**config.mk**
```make
export PLATFORM = sky130hd
export DESIGN_NAME = counter_seq_ctrl_flat
export DESIGN_NICKNAME = d
export VERILOG_FILES = /design/src/rtl/counter_seq_ctrl_if.sv /design/src/rtl/counter_seq_ctrl.sv /design/src/flat_wrapper.sv
export SDC_FILE = /design/constraint.sdc
export NUM_CORES = 1
export LEC_CHECK = 0
export BUFFER_PORTS_ARGS = -buffer_cell sky130_fd_sc_hd__buf_2
export CAP_MARGIN = 20
export CORE_ASPECT_RATIO = 0.5
export CORE_MARGIN = 5
export CORE_UTILIZATION = 60
export DETAILED_ROUTE_END_ITERATION = 8
export PLACE_DENSITY = 0.92
export SYNTH_ARGS = -nofsm -noshare
export SYNTH_HDL_FRONTEND = slang
export SYNTH_SLANG_ARGS = --single-unit
```
**constraint.sdc**
```tcl
create_clock -name clk -period 4 [get_ports clk]
set_input_delay 0.4 -clock clk [delete_from_list [all_inputs] [get_ports clk]]
set_output_delay 0.4 -clock clk [all_outputs]
set_load 0.005 [all_outputs]
```
**src/rtl/counter_seq_ctrl_if.sv**
```systemverilog
// Control/status bundle for counter_seq_ctrl.
// The master side drives run/mode/step; the slave side returns count, LEDs and strobes.
interface counter_seq_ctrl_if;
  logic       en;
  logic [1:0] mode;
  logic       step_req;
  logic       step_ack;
  logic       tick;
  logic [2:0] q;
  logic [7:0] led;
  logic       wrap;

  modport master (
    output en, mode, step_req,
    input  step_ack, tick, q, led, wrap
  );

  modport slave (
    input  en, mode, step_req,
    output step_ack, tick, q, led, wrap
  );
endinterface

```
**src/rtl/counter_seq_ctrl.sv**
```systemverilog
// 3-bit LED count sequencer: prescaled free-run or single-step advance in up/down/Gray/hold modes.
// Optional build macro CNT_SEQ_GRAY_EN enables the Gray-coded display in mode 10.
module counter_seq_ctrl #(
  parameter int unsigned     DIV_W   = 24,
  parameter logic [DIV_W-1:0] DIV_MAX = DIV_W'(24'd9_999_999)
) (
  input logic               clk,
  input logic               clr,
  counter_seq_ctrl_if.slave bus
);

  localparam logic [1:0] MODE_UP   = 2'b00;
  localparam logic [1:0] MODE_DOWN = 2'b01;
  localparam logic [1:0] MODE_GRAY = 2'b10;
  localparam logic [1:0] MODE_HOLD = 2'b11;

  logic [2:0]       cnt;
  logic [2:0]       cnt_nxt;
  logic [2:0]       q_nxt;
  logic [DIV_W-1:0] div_cnt;
  logic             ack_r;
  logic [2:0]       q_r;
  logic [7:0]       led_r;
  logic             wrap_r;
  logic             wrap_nxt;
  logic             tick_c;
  logic             adv;
  logic             upd;

  // Terminal count is suppressed while paused or in reset.
  assign tick_c = bus.en & ~clr & (div_cnt == DIV_MAX);

  // Run path owns the advance while enabled; otherwise a fresh step request does.
  assign adv = bus.en ? tick_c : (bus.step_req & ~ack_r);
  assign upd = adv & (bus.mode != MODE_HOLD);

  always_comb begin
    cnt_nxt  = cnt;
    wrap_nxt = 1'b0;
    case (bus.mode)
      MODE_UP, MODE_GRAY: begin
        cnt_nxt  = cnt + 3'd1;
        wrap_nxt = (cnt == 3'd7);
      end
      MODE_DOWN: begin
        cnt_nxt  = cnt - 3'd1;
        wrap_nxt = (cnt == 3'd0);
      end
      default: begin
        cnt_nxt  = cnt;
        wrap_nxt = 1'b0;
      end
    endcase
  end

  always_comb begin
    q_nxt = cnt_nxt;
`ifdef CNT_SEQ_GRAY_EN
    if (bus.mode == MODE_GRAY) q_nxt = cnt_nxt ^ (cnt_nxt >> 1);
`endif
  end

  always_ff @(posedge clk) begin
    if (clr) begin
      cnt     <= 3'd0;
      div_cnt <= '0;
      ack_r   <= 1'b0;
      q_r     <= 3'd0;
      led_r   <= 8'h01;
      wrap_r  <= 1'b0;
    end else begin
      if (!bus.en)     div_cnt <= '0;
      else if (tick_c) div_cnt <= '0;
      else             div_cnt <= div_cnt + DIV_W'(1);

      // Four-phase acknowledge: set with the advance, cleared once the request drops.
      if (bus.en)            ack_r <= 1'b0;
      else if (!bus.step_req) ack_r <= 1'b0;
      else if (!ack_r)       ack_r <= 1'b1;

      wrap_r <= 1'b0;
      if (upd) begin
        cnt    <= cnt_nxt;
        q_r    <= q_nxt;
        led_r  <= 8'd1 << q_nxt;
        wrap_r <= wrap_nxt;
      end
    end
  end

  assign bus.tick     = tick_c;
  assign bus.step_ack = ack_r;
  assign bus.q        = q_r;
  assign bus.led      = led_r;
  assign bus.wrap     = wrap_r;

endmodule
```
**src/flat_wrapper.sv**
```systemverilog
// flat-port wrapper written by rule: the top's interface ports become plain ports
module counter_seq_ctrl_flat 
#(
  parameter int unsigned     DIV_W   = 24,
  parameter logic [DIV_W-1:0] DIV_MAX = DIV_W'(24'd9_999_999)
)
  (clk, clr, bus_en, bus_mode, bus_step_req, bus_step_ack, bus_tick, bus_q, bus_led, bus_wrap);
  counter_seq_ctrl_if bus_i ();
  input logic clk;
  input logic clr;
  input wire logic [$bits(bus_i.en)-1:0] bus_en;
  input wire logic [$bits(bus_i.mode)-1:0] bus_mode;
  input wire logic [$bits(bus_i.step_req)-1:0] bus_step_req;
  output wire logic [$bits(bus_i.step_ack)-1:0] bus_step_ack;
  output wire logic [$bits(bus_i.tick)-1:0] bus_tick;
  output wire logic [$bits(bus_i.q)-1:0] bus_q;
  output wire logic [$bits(bus_i.led)-1:0] bus_led;
  output wire logic [$bits(bus_i.wrap)-1:0] bus_wrap;
  assign bus_i.en = bus_en;
  assign bus_i.mode = bus_mode;
  assign bus_i.step_req = bus_step_req;
  assign bus_step_ack = bus_i.step_ack;
  assign bus_tick = bus_i.tick;
  assign bus_q = bus_i.q;
  assign bus_led = bus_i.led;
  assign bus_wrap = bus_i.wrap;
  counter_seq_ctrl #(.DIV_W(DIV_W), .DIV_MAX(DIV_MAX)) u_core (.clk(clk), .clr(clr), .bus(bus_i));
endmodule
```
Word level (Yosys, flattened, before mapping)
Index checks and enable logic that the tools add are counted.
{"block": "totals", "ff_bits": 37, "inputBits": 6, "out_inout_bits": 14, "elab_cells": 32}
{"block": "op_classes", "shifts": 1, "eq_ne": 5, "reduce_logical": 6, "muxes": 4, "bitwise": 8, "addsub": 3}
{"operator": "24-bit by 1-bit adder with 24-bit output (second input constant)", "n": 1}
{"operator": "24-bit == test (second input constant)", "n": 1}
{"operator": "1-bit by 3-bit << shifter with 8-bit output (first input constant)", "n": 1}
{"operator": "3-bit case mux with 2 select lines", "n": 1}
{"operator": "2-bit OR reduction", "n": 3}
{"operator": "1-bit AND", "n": 4}
{"operator": "1-bit inverter", "n": 4}
{"operator": "3-bit by 1-bit adder with 3-bit output (second input constant)", "n": 1}
{"operator": "3-bit == test (second input constant)", "n": 1}
{"operator": "3-bit zero test", "n": 1}
{"operator": "3-bit OR reduction", "n": 1}
{"operator": "3-bit by 1-bit subtractor with 3-bit output (second input constant)", "n": 1}
{"operator": "2-bit by 1-bit == test with 1-bit output (second input constant)", "n": 1}
{"operator": "2-bit == test (second input constant)", "n": 1}
{"operator": "2-bit zero test", "n": 1}
{"operator": "1-bit 2-to-1 mux", "n": 2}
{"operator": "2-bit inequality test (second input constant)", "n": 1}
{"operator": "1-bit case mux with 2 select lines", "n": 1}

Longest topological paths before layout
{"block": "depth", "depth_word": 7, "mapped_depth": 7, "depth_no_buf": 6}

Worst setup path before layout
OpenSTA, ideal clock, no wires.
{"block": "synth_timing", "path_kind": "flip-flop to flip-flop", "startpoint": "register u_core.div_cnt[0]", "endpoint": "register u_core.led_r[2] (netlist: u_core.bus.led[2])", "path_slack_ns": 1.927, "stages_incl_launch_ff": 8, "setup_time_ns": 0.101, "path_buffers": 1, "required_ns": 3.899, "synth_period_minus_slack_ns": 2.073, "arrival_time_ns": 1.972, "path_cell_list": "dfxtp_1 -> ha_1 -> nand4_1 -> nor4_4 -> nand4_4 -> and2_4 -> buf_6 -> o41ai_1"}
{"block": "synth_via", "elab_chain_len": 4}
{"element": "start, declared", "line_no": "counter_seq_ctrl.sv:20", "text": "logic [DIV_W-1:0] div_cnt;"}
{"element": "start signal, assigned", "line_no": "counter_seq_ctrl.sv:74", "text": "else div_cnt <= div_cnt + DIV_W'(1);"}
{"element": "24-bit == test", "line_no": "counter_seq_ctrl.sv:31", "text": "assign tick_c = bus.en & ~clr & (div_cnt == DIV_MAX);"}
{"element": "1-bit AND", "line_no": "counter_seq_ctrl.sv:31"}
{"element": "1-bit 2-to-1 mux", "line_no": "counter_seq_ctrl.sv:34", "text": "assign adv = bus.en ? tick_c : (bus.step_req & ~ack_r);"}
{"element": "1-bit AND", "line_no": "counter_seq_ctrl.sv:35", "text": "assign upd = adv & (bus.mode != MODE_HOLD);"}
{"element": "end signal, assigned", "line_no": "counter_seq_ctrl.sv:85", "text": "led_r <= 8'd1 << q_nxt;"}
{"element": "end, declared", "line_no": "counter_seq_ctrl.sv:23", "text": "logic [7:0] led_r;"}
No other way between the ends.
A chain may end at the register's enable or synchronous reset.

Worst setup path in the final report
{"block": "layout_timing", "startpoint": "register u_core.div_cnt[0]", "endpoint": "output bus_tick"}
{"block": "layout_via", "elab_chain_len": 2}
{"element": "24-bit == test", "line_no": "counter_seq_ctrl.sv:31"}
{"element": "1-bit AND", "line_no": "counter_seq_ctrl.sv:31"}
{"element": "end, declared", "line_no": "flat_wrapper.sv:15", "text": "output wire logic [$bits(bus_i.tick)-1:0] bus_tick;"}
No other way between the ends.

==> impl_metrics.csv <==
group,metric,value,unit
layout,finalNonFillerCells,241,
synth,synthesis.area,0.00172,mm^2
clocking,cts_max_path_buffers,2,
clocking,cts-resized-gates,0,
synth,synth_top_area_frac,0.431,
routing,vias,1448,
synth,synth_area_leaders,"dfxtp_1 (43%), xor2_1 (7.6%), nor2_1 (7.0%)",
power_and_ir_drop,power_density,346,mW/mm^2
sta,rsz0062_at_grt,"false",
synth,synth_edf_count,0,
critical_path,cp_data_required_time,3.60,ns
critical_path,crit_buf_inv,1,
sta,skew,0.00689,ns
critical_path,endpoint_kind,"output port",
clocking,root_buffer,"clkbuf_8",
synth,ys_ff_latch,37,
floorplan,die_y,47.9,um
clocking,cts_tree,"built",
run,cap_violations,0,
clocking,insertion_delay,0.29,ns
critical_path,arrival,2.06,ns
worst_hold_path,holdCritPathClass,"primary input to flip-flop",
synth,syn_nets,192,
layout,syn_to_final_growth,11.0,%
sta,max_freq,407,MHz
sta,worst_pin_slew,0.880,ns
floorplan,rows,13,
global_route,first_global_vias,1414,
layout,final_util,0.716,
critical_path,slowest_delay,0.44,ns
floorplan,io_pins,20,
power_and_ir_drop,p_leak,0.715,nW
synth,synth_cells,184,
synth,syn_avg_cell_area,9.35,um^2
layout,drive_gt1_frac,0.152,
power_and_ir_drop,total_power,0.660,mW
power_and_ir_drop,ir_drop,251,uV
floorplan,core_area,0.00267,mm^2
clocking,htreeDepth,2,
sta,setup_tns,0,ns
global_route,grt_antenna_before_repair,0,
routing,first_pass_iters,4,
synth,synthArstFlopShare,0,
clocking,numCtsBuffers,5,
critical_path,critPathSlowestCell,"nor4_4",
clocking,postCtsHoldBufs,0,
clocking,cts_post_setup_buffers_inserted,0,
sta,final-hold-violation-count,0,
global_route,overflow,0,
place,placed_area,0.00184,mm^2
routing,drc,0,
floorplan,start_util,0.645,
layout,nNetsFinal,213,
sta,setup_viol,0,
run_status,outcome,"finished, final reports clean",
routing,detail_route.wl_per_cell,14.7,um
critical_path,worst_setup_path_start_kind,"flip-flop",
critical_path,worstPathCellList,"ha_1, nand4_1, nor4_4, nand3_1, nor2_1, buf_2",
layout,antenna_cells,0,
routing,via_per_inst,6.01,
synth,ys_seq_area_frac,0.431,
synth,synth_most_common_cell,"dfxtp_1",
sta,period_needed,2.46,ns
global_route,grt_pass1_wl,5950,um
synth,yosysUniqueCellTypes,32,
global_route,grt_usage,0.191,
clocking,cts_num_sinks,37,
critical_path,cp_top_family,"simple AND/OR/NAND/NOR gates",
critical_path,path_max_fanout,5,
clocking,clk_pin_slew,0.06,ns
sta,finalCritPeriodShare,0.614,
synth,yosys_warnings,0,
synth,synthTopCellsByCount,"dfxtp_1 (37), nor2_1 (32), xor2_1 (15)",
global_route,grt_max_degree,22,
routing,ant_nets,0,
place,dp_hpwl,2420,um
floorplan,die-area,0.00410,mm^2
floorplan,fp.dieW,85.7,um
sta,slew_violations,0,
routing,initialDrtViolationCount,100,
place,routabilityCongestion,0.807,
synth,yosysTopAreaCell,"dfxtp_1",
routing,finalWirelength,3550,um
critical_path,path_class,"flip-flop to output port",
synth,ys.flop_type,"dfxtp_1",
place,dp.cells,235,
layout,fin_area,0.00191,mm^2
place,io_buffer_count,19,
sta,maxSlewHeadroom,0.408,
layout by cell type, fill, tap and decap left out, types with 2 or more instances in the layout:
cell and instances:
o31ai_1 3, mux2i_1 3, buf_2 19, nor2_1 32, nor4_4 2, a31oi_1 3
nand3_1 11, nand4b_1 10, xor2_1 15, nor3_1 2, nand2_1 13, nor4_1 2
dfxtp_1 37, o41ai_1 7, nand4_1 7, clkbuf_8 5, nand2b_1 4, and4_1 3
inv_1 5, xnor2_1 8
power by group:
part / switching (mW) / total [mW] / internal [mW]
clock network: 0.120 / 0.235 / 0.114
logic: 0.0290 / 0.0458 / 0.0168
registers: 0.00589 / 0.380 / 0.374
total: 0.155 / 0.660 / 0.505
metrics by stage:
| stage | hold WS (ns) | setup slack [ns] |
|---|---|---|
| 3_5_place_dp | 0.465 | 1.61 |
| 5_1_grt | 0.381 | 1.34 |
| 3_3_place_gp | 0.458 | 1.78 |
| 2_1_floorplan | 0.441 | 1.93 |
| 6_report | 0.369 | 1.54 |
| 4_1_cts | 0.366 | 1.52 |
registers in the layout, summed over array words and instances, names as in the netlist:
signal and flops:
u_core.bus.led 8, u_core.bus.q 3, u_core.bus.step_ack 1, u_core.bus.wrap 1, u_core.div_cnt 24
area by class of cell:
cell class | count | area [um^2]
Timing Repair Buffer | 19 | 95.1
Clock inverter | 1 | 5.00
Multi-Input combinational cell | 137 | 935
Sequential cell | 37 | 741
Inverter | 5 | 18.8
Fill cell | 187 | 758
Tap cell | 37 | 46.3
Clock buffer | 5 | 68.8
cells by family after synthesis:
group	Yosys count	synth area share
DFF	37	0.431
muxes	3	0.0175
buffers and inverters	10	0.0262
adders and majority gates	2	0.0189
AOI/OAI and AO/OA	16	0.0698
xor gates and xnor gates	23	0.117
and+or+nand+nor	93	0.320
per-layer routing:
layer	global-route usage	share of wire	vias up	routed length (um)
met5	0	0	-	0
li1	-	-	702	-
met1	0.205	0.44	698	1570
met3	0.0601	0.045	7	160
met4	0.0946	0.017	0	59
met2	0.363	0.50	41	1760
worst register-to-register path, stage by stage (launching register included):
cell and delay [ns]:
dfxtp_1 0.39, ha_1 0.24, nand4_1 0.25, nor4_4 0.44
nand3_1 0.20, nand2b_1 0.62, nor2_1 0.14
final timing paths:
check             depth (start not counted)               from                   to  slack, ns
setup / recovery                          6  u_core.div_cnt[0]             bus_tick       1.54
hold / removal                            3       bus_step_req  u_core.bus.step_ack       0.37
setup reg to reg                          6  u_core.div_cnt[0]   u_core.div_cnt[12]       1.59
hold reg to reg                           1  u_core.div_cnt[0]    u_core.div_cnt[0]       0.47
Note: power is estimated with default switching activity, not from simulation.
